File: src/rtl/piano_key_scan.sv
// Key scanner: synchronises and debounces NUM_KEYS switch inputs, derives per-note enables in one of
// four play modes, and queues press/release events behind a valid/ready handshake.
module piano_key_scan #(
  parameter int NUM_KEYS        = 8,
  parameter int DEBOUNCE_CYCLES = 50000,
  parameter int IDX_W           = (NUM_KEYS > 1) ? $clog2(NUM_KEYS) : 1
) (
  input  logic                clk,
  input  logic                reset_n,
  input  logic [NUM_KEYS-1:0] sw,
  input  logic [1:0]          mode,
  output logic [NUM_KEYS-1:0] en,
  output logic                event_valid,
  input  logic                event_ready,
  output logic [IDX_W-1:0]    event_key,
  output logic                event_press,
  output logic                overrun
);

  localparam int CNT_W = $clog2(DEBOUNCE_CYCLES + 1);
  localparam logic [CNT_W-1:0] CNT_LAST = CNT_W'(DEBOUNCE_CYCLES - 1);

  typedef enum logic [1:0] {
    MODE_POLY   = 2'b00,
    MODE_TOGGLE = 2'b01,
    MODE_LAST   = 2'b10,
    MODE_LOW    = 2'b11
  } mode_t;

  logic [NUM_KEYS-1:0] r_sync1, r_sync2, r_stable, r_stable_d;
  logic [CNT_W-1:0]    r_cnt [NUM_KEYS];
  logic [NUM_KEYS-1:0] r_latch;
  logic [1:0]          r_mode;
  logic                r_cur_valid;
  logic [IDX_W-1:0]    r_cur;
  logic [NUM_KEYS-1:0] r_pend_press, r_pend_rel;

  logic [NUM_KEYS-1:0] w_press, w_rel;
  logic                w_mode_chg;
  logic [NUM_KEYS-1:0] w_latch_next;
  logic [IDX_W-1:0]    w_hi_press, w_hi_held, w_lo_held;
  logic                w_lo_found;
  logic                w_cur_valid_next;
  logic [IDX_W-1:0]    w_cur_next;
  logic [NUM_KEYS-1:0] w_en_next;
  logic                w_sel_found, w_sel_press, w_load;
  logic [IDX_W-1:0]    w_sel_key;
  logic [NUM_KEYS-1:0] w_clr_press, w_clr_rel;
  logic [NUM_KEYS-1:0] w_pend_press_next, w_pend_rel_next;
  logic                w_overrun_set;

  always_ff @(posedge clk or negedge reset_n) begin
    if (!reset_n) begin
      r_sync1    <= '0;
      r_sync2    <= '0;
      r_stable   <= '0;
      r_stable_d <= '0;
      for (int unsigned k = 0; k < NUM_KEYS; k++) r_cnt[k] <= '0;
    end else begin
      r_sync1    <= sw;
      r_sync2    <= r_sync1;
      r_stable_d <= r_stable;
      for (int unsigned k = 0; k < NUM_KEYS; k++) begin
        if (r_sync2[k] != r_stable[k]) begin
          if (r_cnt[k] == CNT_LAST) begin
            r_stable[k] <= ~r_stable[k];
            r_cnt[k]    <= '0;
          end else begin
            r_cnt[k] <= r_cnt[k] + CNT_W'(1);
          end
        end else begin
          r_cnt[k] <= '0;
        end
      end
    end
  end

  assign w_press    = r_stable & ~r_stable_d;
  assign w_rel      = ~r_stable & r_stable_d;
  assign w_mode_chg = (mode != r_mode);

  always_comb begin
    w_hi_press = '0;
    w_hi_held  = '0;
    w_lo_held  = '0;
    w_lo_found = 1'b0;
    for (int unsigned k = 0; k < NUM_KEYS; k++) begin
      if (w_press[k])  w_hi_press = IDX_W'(k);
      if (r_stable[k]) w_hi_held  = IDX_W'(k);
      if (r_stable[k] && !w_lo_found) begin
        w_lo_held  = IDX_W'(k);
        w_lo_found = 1'b1;
      end
    end

    // A mode change wipes latch/current-key state before this cycle's strobes are applied
    w_latch_next = (w_mode_chg ? '0 : r_latch) ^ w_press;

    w_cur_valid_next = 1'b0;
    w_cur_next       = '0;
    if (|w_press) begin
      w_cur_valid_next = 1'b1;
      w_cur_next       = w_hi_press;
    end else if (r_cur_valid && !w_mode_chg && r_stable[r_cur]) begin
      w_cur_valid_next = 1'b1;
      w_cur_next       = r_cur;
    end else if (|r_stable) begin
      w_cur_valid_next = 1'b1;
      w_cur_next       = w_hi_held;
    end

    w_en_next = '0;
    case (mode_t'(mode))
      MODE_POLY:   w_en_next = r_stable;
      MODE_TOGGLE: w_en_next = w_latch_next;
      MODE_LAST:   if (w_cur_valid_next) w_en_next[w_cur_next] = 1'b1;
      MODE_LOW:    if (w_lo_found) w_en_next[w_lo_held] = 1'b1;
      default:     w_en_next = '0;
    endcase
  end

  always_comb begin
    w_sel_found = 1'b0;
    w_sel_key   = '0;
    w_sel_press = 1'b0;
    for (int unsigned k = 0; k < NUM_KEYS; k++) begin
      if (!w_sel_found && (r_pend_press[k] || r_pend_rel[k])) begin
        w_sel_found = 1'b1;
        w_sel_key   = IDX_W'(k);
        w_sel_press = r_pend_press[k];
      end
    end

    w_load      = w_sel_found && (!event_valid || event_ready);
    w_clr_press = '0;
    w_clr_rel   = '0;
    if (w_load) begin
      if (w_sel_press) w_clr_press[w_sel_key] = 1'b1;
      else             w_clr_rel[w_sel_key]   = 1'b1;
    end

    // A strobe landing on a bit being serviced this edge re-arms it rather than overrunning
    w_pend_press_next = (r_pend_press & ~w_clr_press) | w_press;
    w_pend_rel_next   = (r_pend_rel & ~w_clr_rel) | w_rel;
    w_overrun_set     = |(w_press & r_pend_press & ~w_clr_press) |
                        |(w_rel & r_pend_rel & ~w_clr_rel);
  end

  always_ff @(posedge clk or negedge reset_n) begin
    if (!reset_n) begin
      r_latch      <= '0;
      r_mode       <= '0;
      r_cur_valid  <= 1'b0;
      r_cur        <= '0;
      en           <= '0;
      r_pend_press <= '0;
      r_pend_rel   <= '0;
      event_valid  <= 1'b0;
      event_key    <= '0;
      event_press  <= 1'b0;
      overrun      <= 1'b0;
    end else begin
      r_latch      <= w_latch_next;
      r_mode       <= mode;
      r_cur_valid  <= w_cur_valid_next;
      r_cur        <= w_cur_next;
      en           <= w_en_next;
      r_pend_press <= w_pend_press_next;
      r_pend_rel   <= w_pend_rel_next;
      if (w_overrun_set) overrun <= 1'b1;
      if (w_load) begin
        event_valid <= 1'b1;
        event_key   <= w_sel_key;
        event_press <= w_sel_press;
      end else if (event_ready) begin
        event_valid <= 1'b0;
      end
    end
  end

endmodule

File: config.mk
export PLATFORM = sky130hd
export DESIGN_NAME = piano_key_scan
export DESIGN_NICKNAME = d
export VERILOG_FILES = /design/src/rtl/piano_key_scan.sv
export SDC_FILE = /design/constraint.sdc
export NUM_CORES = 1
export LEC_CHECK = 0
export BUFFER_PORTS_ARGS = -buffer_cell sky130_fd_sc_hd__buf_2
export CORE_ASPECT_RATIO = 1.5
export CORE_MARGIN = 3
export CORE_UTILIZATION = 62
export DETAILED_ROUTE_END_ITERATION = 6
export GPL_TIMING_DRIVEN = 1
export PLACE_DENSITY = 0.79
export SLEW_MARGIN = 20
export SYNTH_ARGS = -nofsm -noshare
export SYNTH_HDL_FRONTEND = slang
export SYNTH_SLANG_ARGS = --single-unit
export TNS_END_PERCENT = 100
File: constraint.sdc
create_clock -name clk -period 3.4 [get_ports clk]
set_clock_uncertainty 0.15 [all_clocks]
set_input_delay 0.34 -clock clk [delete_from_list [all_inputs] [get_ports clk]]
set_output_delay 0.34 -clock clk [all_outputs]
set_load 0.1 [all_outputs]
Yosys cells after proc, flatten, opt, wreduce, memory -nomap -nowiden

Cells that the tools add are included.

Add/sub/neg operators: 8
$mul: 0
Div/mod/pow operators: 0
Order comparisons: 7
Equal/unequal tests: 20
Shift operators: 0
Mux-type cells: 92
Bitwise gates (word level): 24
Reduce and logical (&&, ||, !) cells: 59

Operator list:

| operator                                             | number |
|---|---|
| 2-to-1 mux 16 bit                                    | 16 |
| adder 16 x 1 -> 16 bit (second input constant)       | 8 |
| equality test 16 bit (second input constant)         | 8 |
| 2-to-1 mux 3 bit                                     | 27 |
| bitwise AND 8 bit                                    | 8 |
| 2-to-1 mux 8 bit                                     | 7 |
| 2-to-1 mux 1 bit                                     | 37 |
| inverter 8 bit                                       | 4 |
| case mux 8 bit (4 select lines)                      | 1 |
| OR reduction 8 bit                                   | 4 |
| logical AND 1 bit                                    | 20 |
| logical NOT 1 bit                                    | 16 |
| < comparator 3 x 4 -> 1 bit (second input constant)  | 4 |
| OR 8 bit                                             | 2 |
| AND reduction 2 bit                                  | 8 |
| demux 1 bit (select 3 bit)                           | 3 |
| >= comparator 3 x 1 -> 1 bit (second input constant) | 3 |
| logical OR 1 bit                                     | 9 |
| != test 1 bit                                        | 8 |
| inverter 1 bit                                       | 8 |
| XOR 8 bit                                            | 1 |
| equality test 2 bit (second input constant)          | 2 |
| binary-select mux 1 bit (select 3 bit)               | 1 |
| equality test 2 x 1 -> 1 bit (second input constant) | 1 |
| 4 further kinds                                      | 4 |

Register bits after elaboration: 204
Latch bits: 0
RAM bits: 0
Memory bits (read-only): 0
Bits of input ports: 13
Output and inout bits: 14
Logic and storage cells: 240
Memories kept: 0

Longest topological paths before layout

Gate-level depths: netlist of the first run.

Depth in word-level cells: 33
Gate-level depth with buffers: 9
Mapped depth without buffers: 7

Least setup slack after synthesis of the first run

No wires, ideal clock.

Path type: reg2reg
From: register r_pend_press[1]
To: register overrun
Data arrival time: 2.263 ns
Data required time: 3.114 ns
Path slack: 0.851 ns
Stages on the path, launching flop included: 8
Cell sequence: dfrtp_1 > or4_4 > a2111o_1 > and2_4 > or3_1 > o31ai_2 > o22a_1 > nand4b_1

Word-level cells in the longest chain between the ends: 31
Elaborated cells between the ends (all ways): 53

RTL lines:

| element                                      | RTL line | source |
|---|---|---|
| start, declared                              | 36       | `logic [NUM_KEYS-1:0] r_pend_press, r_pend_rel;` |
| start signal, assigned                       | 168      | `r_pend_press <= w_pend_press_next;` |
| logical OR 1 bit                             | 127      | `if (!w_sel_found && (r_pend_press[k] \|\| r_pend_rel[k])) begin` |
| logical AND 1 bit                            | 127      |  |
| 2-to-1 mux 1 bit                             | 127      |  |
| logical NOT 1 bit                            | 127      |  |
| logical AND 1 bit                            | 127      |  |
| 2-to-1 mux 1 bit                             | 127      |  |
| logical NOT 1 bit                            | 127      |  |
| logical AND 1 bit                            | 127      |  |
| [15 not listed]                              | -        |  |
| 2-to-1 mux 1 bit (not written as such)       | 138, 139 |  |
| demux 1 bit (select 3 bit)                   | 138, 139 |  |
| 2-to-1 mux 8 bit                             | 138      | `if (w_sel_press) w_clr_press[w_sel_key] = 1'b1;` |
| 2-to-1 mux 8 bit                             | 137      | `if (w_load) begin` |
| inverter 8 bit, on equally long branches     | 145, 146 |  |
| bitwise AND 8 bit, on equally long branches  | 145, 146 |  |
| OR reduction 8 bit, on equally long branches | 145, 146 |  |
| OR 1 bit *                                   | 146      | `\|(w_rel & r_pend_rel & ~w_clr_rel);` |
| end signal, assigned                         | 161      | `overrun <= 1'b0;` |
| end signal, assigned                         | 170      | `if (w_overrun_set) overrun <= 1'b1;` |
| end, declared                                | 17       | `output logic overrun` |

Every way passes the cells marked *; elsewhere a longest branch is shown, timed or not.
A chain may end at the register's enable or synchronous reset.

Worst setup path after layout of the first run

From: input mode[1]
To: register en[3]

Word-level cells in the longest chain between the ends: 12
Elaborated cells between the ends (all ways): 21

RTL lines:

| element                                                                                           | RTL line | source |
|---|---|---|
| start, declared                                                                                   | 11       | `input logic [1:0] mode,` |
| != test 2 bit *                                                                                   | 80       | `assign w_mode_chg = (mode != r_mode);` |
| logical NOT 1 bit *                                                                               | 104      | `end else if (r_cur_valid && !w_mode_chg && r_stable[r_cur]) begin` |
| logical AND 1 bit * (2 in a row)                                                                  | 104      |  |
| 2-to-1 mux 3 bit *                                                                                | 104      |  |
| 2-to-1 mux 3 bit *                                                                                | 101      | `if (\|w_press) begin` |
| net w_cur_next[0]                                                                                 | 44       | `logic [IDX_W-1:0] w_cur_next;` |
| < comparator 3 x 4 -> 1 bit (not written as such) or >= comparator 3 x 1 -> 1 bit (tied branches) | 116      | `MODE_LAST: if (w_cur_valid_next) w_en_next[w_cur_next] = 1'b1;` |
| logical AND 1 bit (not written as such)                                                           | 116      |  |
| 2-to-1 mux 1 bit (not written as such)                                                            | 116      |  |
| demux 1 bit (select 3 bit) *                                                                      | 116      |  |
| 2-to-1 mux 8 bit *                                                                                | 116      |  |
| case mux 8 bit (4 select lines) *                                                                 | 113      | `case (mode_t'(mode))` |
| net w_en_next[3]                                                                                  | 45       | `logic [NUM_KEYS-1:0] w_en_next;` |
| end signal, assigned                                                                              | 167      | `en <= w_en_next;` |
| end, declared                                                                                     | 12       | `output logic [NUM_KEYS-1:0] en,` |

The timed path passes the listed nets; every way through them passes the cells marked *.

==> results of run 1 <==
==> registers in the layout, indices dropped and copies added, names as in the netlist, 2 cells and up <==
register and flops:
r_pend_rel 8, r_latch 8, r_stable 8, r_cnt 128
r_mode 2, en 8, r_cur 3, event_key 3
r_sync1 8, r_sync2 8, r_stable_d 8, r_pend_press 8
==> where the power goes <==
group,leakage [uW],internal (uW),switching [uW]
clock,0.000325,1260,953
sequential,0.00275,2550,117
combinational,0.00176,409,881
==> final cells by class <==
| class | instances | area, um2 |
|---|---|---|
| clock buffer | 28 | 602 |
| clock inverter | 10 | 75.1 |
| fill | 1147 | 4390 |
| inverter | 20 | 75.1 |
| multi-input combinational | 716 | 4320 |
| sequential | 204 | 5100 |
| tap | 199 | 249 |
| timing repair buffer | 45 | 322 |
==> cells in the mapped netlist (all sizes together), types with 4 or more instances <==
cell type  instances  area share
dfrtp            204        0.53
nor2             183       0.072
nand2             88       0.034
xor2              71       0.065
xnor2             59       0.054
nand3             54       0.028
and3              31       0.020
nor3              22       0.011
o21ai             22       0.011
nand2b            21       0.014
inv               20      0.0078
clkbuf            19      0.0074
nand4             19       0.012
a21oi             12      0.0074
or2               12      0.0078
nor4              11      0.0085
mux2              10       0.012
nor2b              9      0.0059
ha                 8       0.010
nor4b              8      0.0073
o21ba              7      0.0073
nor3b              5      0.0039
o31ai              5      0.0050
and2               4      0.0029
o311ai             4      0.0037
o32a               4      0.0042
==> logic make-up after synthesis <==
logic type               Yosys count  share of synthesized area
XOR/XNOR                         130                      0.119
adder cells (fa/ha/maj)            8                     0.0104
buffers and inverters             41                     0.0163
AO/OA/AOI/OAI                     86                     0.0669
multiplexers                      13                     0.0162
AND/OR/NAND/NOR                  479                      0.239
flip-flops                       204                      0.533
==> tightest hold or removal path: stages <==
cell	delay [ns]
buf_2	0.08
nand2b_1	0.20
a21oi_1	0.08
==> layout by cell type (no fill, tap or decap), types with 10 or more instances in the layout <==
cell	n
nand3_1	54
dlygate4sd3_1	11
xnor2_1	59
nand2_1	88
and3_1	31
nand4_1	19
buf_2	25
nor2_1	183
nand2b_1	21
a21oi_1	11
o21ai_0	21
dfrtp_1	204
inv_1	20
xor2_1	71
or2_2	12
mux2_2	10
nor3_1	22
clkbuf_16	21
==> metrics by stage <==
step	cells	utilization	hold slack, ns	worst slack [ns]	cell area [um2]
floorplan	961	-	-0.106	0.851	9580
global placement	1173	0.658	0.183	0.740	9960
detailed placement	1173	0.658	0.185	0.666	9960
CTS	1222	0.710	0.0887	0.624	10700
global route	1222	0.710	0.112	0.446	10700
finish	1222	0.710	0.106	0.631	10700
==> worst max path at each step <==
| stage | start | cells after the start | slack [ns] | endpoint |
|---|---|---|---|---|
| after floorplan | r_pend_press[1] | 7 | 0.85 | overrun |
| after global placement | r_pend_press[1] | 7 | 0.74 | overrun |
| after detailed placement | mode[1] | 8 | 0.67 | en[1] |
| after CTS | mode[1] | 9 | 0.62 | en[3] |
| after global routing | mode[1] | 9 | 0.45 | en[3] |
| final | mode[1] | 9 | 0.63 | en[3] |
==> layer usage <==
layer | track usage | vias to the layer above | part of all wire
met5 | 0 | - | 0
met4 | 0.0788 | 0 | 0.023
met3 | 0.0365 | 41 | 0.045
met2 | 0.393 | 154 | 0.50
met1 | 0.301 | 3362 | 0.43
li1 | - | 3369 | -
==> run_results.csv, run 1 <==
group,metric,value,unit
synth,ys_warn_count,0,
synth,yosysSeqAreaShare,0.533,
timing,rsz0062_at_grt,"false",
timing,finalMaxSlewViolations,0,
floorplanning,dieWidth,108,um
timing,hold_viol_final,0,
synth,netlist_instances,961,
synth,synthArstFlopShare,1.00,
clock_network,path_clk_slew,0.06,ns
clock_network,cts_buffers,21,
floorplanning,die_y,158,um
pwr,p_leak,0.00483,uW
timing,fmax,361,MHz
worst_setup_path,crit_chain,"dlygate4sd3_1 -> buf_2 -> xnor2_1 -> and2_1 -> nand2_1 -> o311ai_0 -> a22oi_1 -> nor3b_1 -> o32a_1",
floorplanning,initial_utilization,0.633,
finish,syn2layout_area_growth,12.2,%
detailed_routing,first_pass_iters,5,
worst_setup_path,cp-start-kind,"primary input",
clock_network,root_buffer,"clkbuf_16",
worst_setup_path,crit_type,"in2reg",
global_routing,grt_overflow,0,
floorplanning,coreArea,15100,um2
detailed_routing,drt.antenna.violating_nets,0,
clock_network,cts_hold_buf,11,
worst_hold_path,min_path_cells,3,
synth,synth_edf_count,0,
synth,synth_cell_types,61,
timing,setup_viol,0,
timing,fin_crit,2.77,ns
finish,nets,1029,
global_routing,grt_antenna_before_repair,0,
clock_network,clk_latency,0.50,ns
timing,fin_setup_tns,0,ns
pwr,powerDensity,574,nW/um2
global_routing,grt_pass1_wl,32.3,mm
synth,syn_area,9580,um2
pwr,p_total,6170,uW
pwr,ir_worst_vdd,0.000424,V
global_routing,grt_use_total,0.230,
clock_network,clock_path_buffers,3,
worst_hold_path,hp-class,"in2reg",
clock_network,htree_num_levels,1,
placement,dpl.hpwl,12.8,mm
worst_setup_path,max_stage_delay,0.52,ns
clock_network,cts.repair.resized,0,
worst_setup_path,rr_startpoint,"r_pend_press[2]",
worst_setup_path,cp.required,3.62,ns
timing,worst_pin_slew,0.733,ns
detailed_routing,vias,6926,
finish,num_antenna_cells,0,
worst_setup_path,rrSetupSlack,0.70,ns
floorplanning,rows,55,
global_routing,grt_pass1_vias,6966,
placement,numPortBuffers,26,
detailed_routing,drc_errors,0,
worst_setup_path,end_kind,"register",
finish,drive_gt1_frac,0.107,
synth,syn_nets,982,
global_routing,grt_max_degree,76,
detailed_routing,drt_first_iter_violations,392,
synth,synth.avg_cell_area,9.97,um2
timing,slew_headroom,0.507,
synth,ys_seq_elements,204,
worst_setup_path,cp_max_fo,17,
worst_hold_path,hold_path_end,"event_key[1]",
timing,min_period_over_period,0.815,
worst_setup_path,path_delay_family,"compound AO/OA/AOI/OAI gates",
run,maxCapViolations,0,
worst_setup_path,cpMaxStageDelayCell,"dlygate4sd3_1",
worst_hold_path,min_from,"event_ready",
floorplanning,ios,27,
worst_setup_path,reg2reg_to,"overrun",
detailed_routing,vias_per_cell,5.67,
worst_setup_path,rr_worst_depth,8,
clock_network,cts_tree,"yes",
status,status,"finished, final reports clean",
clock_network,cts_setup_buffers,0,
worst_setup_path,worst-path-buf-inv,2,
detailed_routing,wl_per_cell,15.4,um
clock_network,cts_sinks,204,
synth,ys.flop_type,"dfrtp_1",
detailed_routing,routed_wl,18.8,mm
placement,gp_congestion,0.916,
floorplanning,dieArea,17000,um2
worst_setup_path,worstPathArrival,2.99,ns
Note: power is estimated with default switching activity, not from simulation.
==> run 2: changes to the inputs <==
==> constraint.sdc (replaced) <==
create_clock -name clk -period 2.7 [get_ports clk]
set_clock_uncertainty 0.15 [all_clocks]
set_input_delay 0.27 -clock clk [delete_from_list [all_inputs] [get_ports clk]]
set_output_delay 0.27 -clock clk [all_outputs]
set_load 0.1 [all_outputs]
==> run 2 against run 1 <==
  * Final area up 1.5%
  * Global-route usage up 0.44 points
  * Sequential power up 25%
  * First-iteration DRC count down 7.4%
  * Highest routed layer unchanged
==> run_results.csv, run 2 (synthesis gave the netlist of run 1 again) <==
group,metric,value,unit
detailed_routing,first_pass_iters,7,
placement,dpl.hpwl,13.3,mm
global_routing,grt_pass1_wl,33.0,mm
floorplanning,dieArea,17000,um2
global_routing,grt_max_degree,78,
status,status,"finished, final reports clean",
pwr,p_leak,0.00494,uW
global_routing,grt_antenna_before_repair,0,
timing,setup_viol,0,
timing,rsz0062_at_grt,"false",
floorplanning,die_y,158,um
detailed_routing,drt.antenna.violating_nets,0,
worst_setup_path,cp.required,2.91,ns
placement,numPortBuffers,26,
detailed_routing,routed_wl,19.2,mm
floorplanning,rows,55,
timing,slew_headroom,0.593,
worst_setup_path,crit_type,"reg2reg",
timing,setup_ws,0.159,ns
timing,worst_pin_slew,0.611,ns
timing,fin_setup_tns,0,ns
timing,fmax,393,MHz
floorplanning,coreArea,15100,um2
global_routing,grt_overflow,0,
timing,min_period_over_period,0.941,
floorplanning,ios,27,
clock_network,clk_latency,0.49,ns
global_routing,grt_pass1_vias,7215,
finish,stdcell_count,1240,
finish,top_register,"r_cnt",
finish,num_antenna_cells,0,
finish,drive_gt1_frac,0.122,
worst_hold_path,min_path_cells,2,
finish,largest_reg_flops,128,
worst_setup_path,end_kind,"register",
clock_network,cts_buffers,20,
finish,syn2layout_area_growth,13.8,%
pwr,ir_worst_vdd,0.000747,V
placement,gp_congestion,0.899,
finish,nets,1049,
worst_hold_path,hp-class,"in2reg",
floorplanning,dieWidth,108,um
detailed_routing,wl_per_cell,15.5,um
floorplanning,initial_utilization,0.633,
clock_network,cts_sinks,204,
worst_setup_path,cp_max_fo,6,
clock_network,root_buffer,"clkbuf_16",
timing,fin_crit,2.54,ns
clock_network,clock_path_buffers,3,
timing,finalMaxSlewViolations,0,
worst_setup_path,cp-start-kind,"register",
worst_setup_path,rr_worst_depth,7,
pwr,p_total,7890,uW
detailed_routing,vias_per_cell,5.72,
finish,final_cell_mix,"dfrtp_1, nor2_1, nand2_1, xor2_1, xnor2_1",
pwr,powerDensity,724,nW/um2
timing,hold_viol_final,0,
detailed_routing,drc_errors,0,
finish,layout_commonest_cell,"dfrtp_1",
run,maxCapViolations,0,
placement,dpl_worst_slack,0.129,ns
timing,timing.hold.ws,0.0188,ns
global_routing,grt_use_total,0.234,
clock_network,cts_tree,"yes",
detailed_routing,vias,7087,
detailed_routing,drt_first_iter_violations,363,
clock_network,path_clk_slew,0.06,ns
worst_setup_path,worstPathArrival,2.75,ns
placement,dpl.cell_count,1194,
clock_network,htree_num_levels,1,
==> run 2: timing repair <==
item / in CTS / in global routing
hold buffers: 10 / 0
endpoints found under the hold margin: 107 / 0
setup endpoints to repair: 0 / 1
gates resized for setup: 0 / 5
setup buffers: 0 / 1
==> run 2: final timing paths <==
check	from	to	slack (ns)
setup / recovery	r_pend_rel[0]	overrun	0.16
setup reg to reg	r_pend_rel[0]	overrun	0.16
hold reg to reg	r_sync1[7]	r_sync2[7]	0.20
hold / removal	mode[1]	r_mode[1]	0.02
min in group asynchronous	reset_n	r_cnt[37]	0.14
max in group asynchronous	reset_n	r_cnt[82]	1.53
==> run 2: worst max-delay path: stages, from the launching register on <==
cell and delay (ns):
dfrtp_1 0.47, or3_1 0.38, o221ai_1 0.49, o21ai_0 0.21, buf_4 0.20, o21ai_0 0.26
nor2_1 0.09, nand4b_1 0.17
==> run 2: per-layer routing <==
layer | wire [um] | global-route usage | up-vias | share of wire
met5 | 0 | 0 | - | 0
met4 | 560 | 0.0830 | 0 | 0.029
met3 | 723 | 0.0341 | 48 | 0.038
met2 | 10000 | 0.414 | 140 | 0.52
met1 | 7900 | 0.295 | 3501 | 0.41
li1 | - | - | 3398 | -
==> run 2: through the flow <==
stage	area, um2	util
after floorplan	9580	-
after global placement	10100	0.669
after detailed placement	10100	0.669
after CTS	10900	0.718
after global routing	10900	0.720
final	10900	0.720
==> run 2: cell type report <==
class                           count  area (um2)
Multi-Input combinational cell    716        4350
Clock inverter                      8        92.6
Sequential cell                   204        5100
Fill cell                        1148        4230
Timing Repair Buffer               66         489
Clock buffer                       27         548
Inverter                           20        75.1
Tap cell                          199         249
==> run 2: report_power, final <==
group | switching, uW | internal, uW
Combinational | 1190 | 626
Sequential | 136 | 3210
Clock | 1110 | 1620
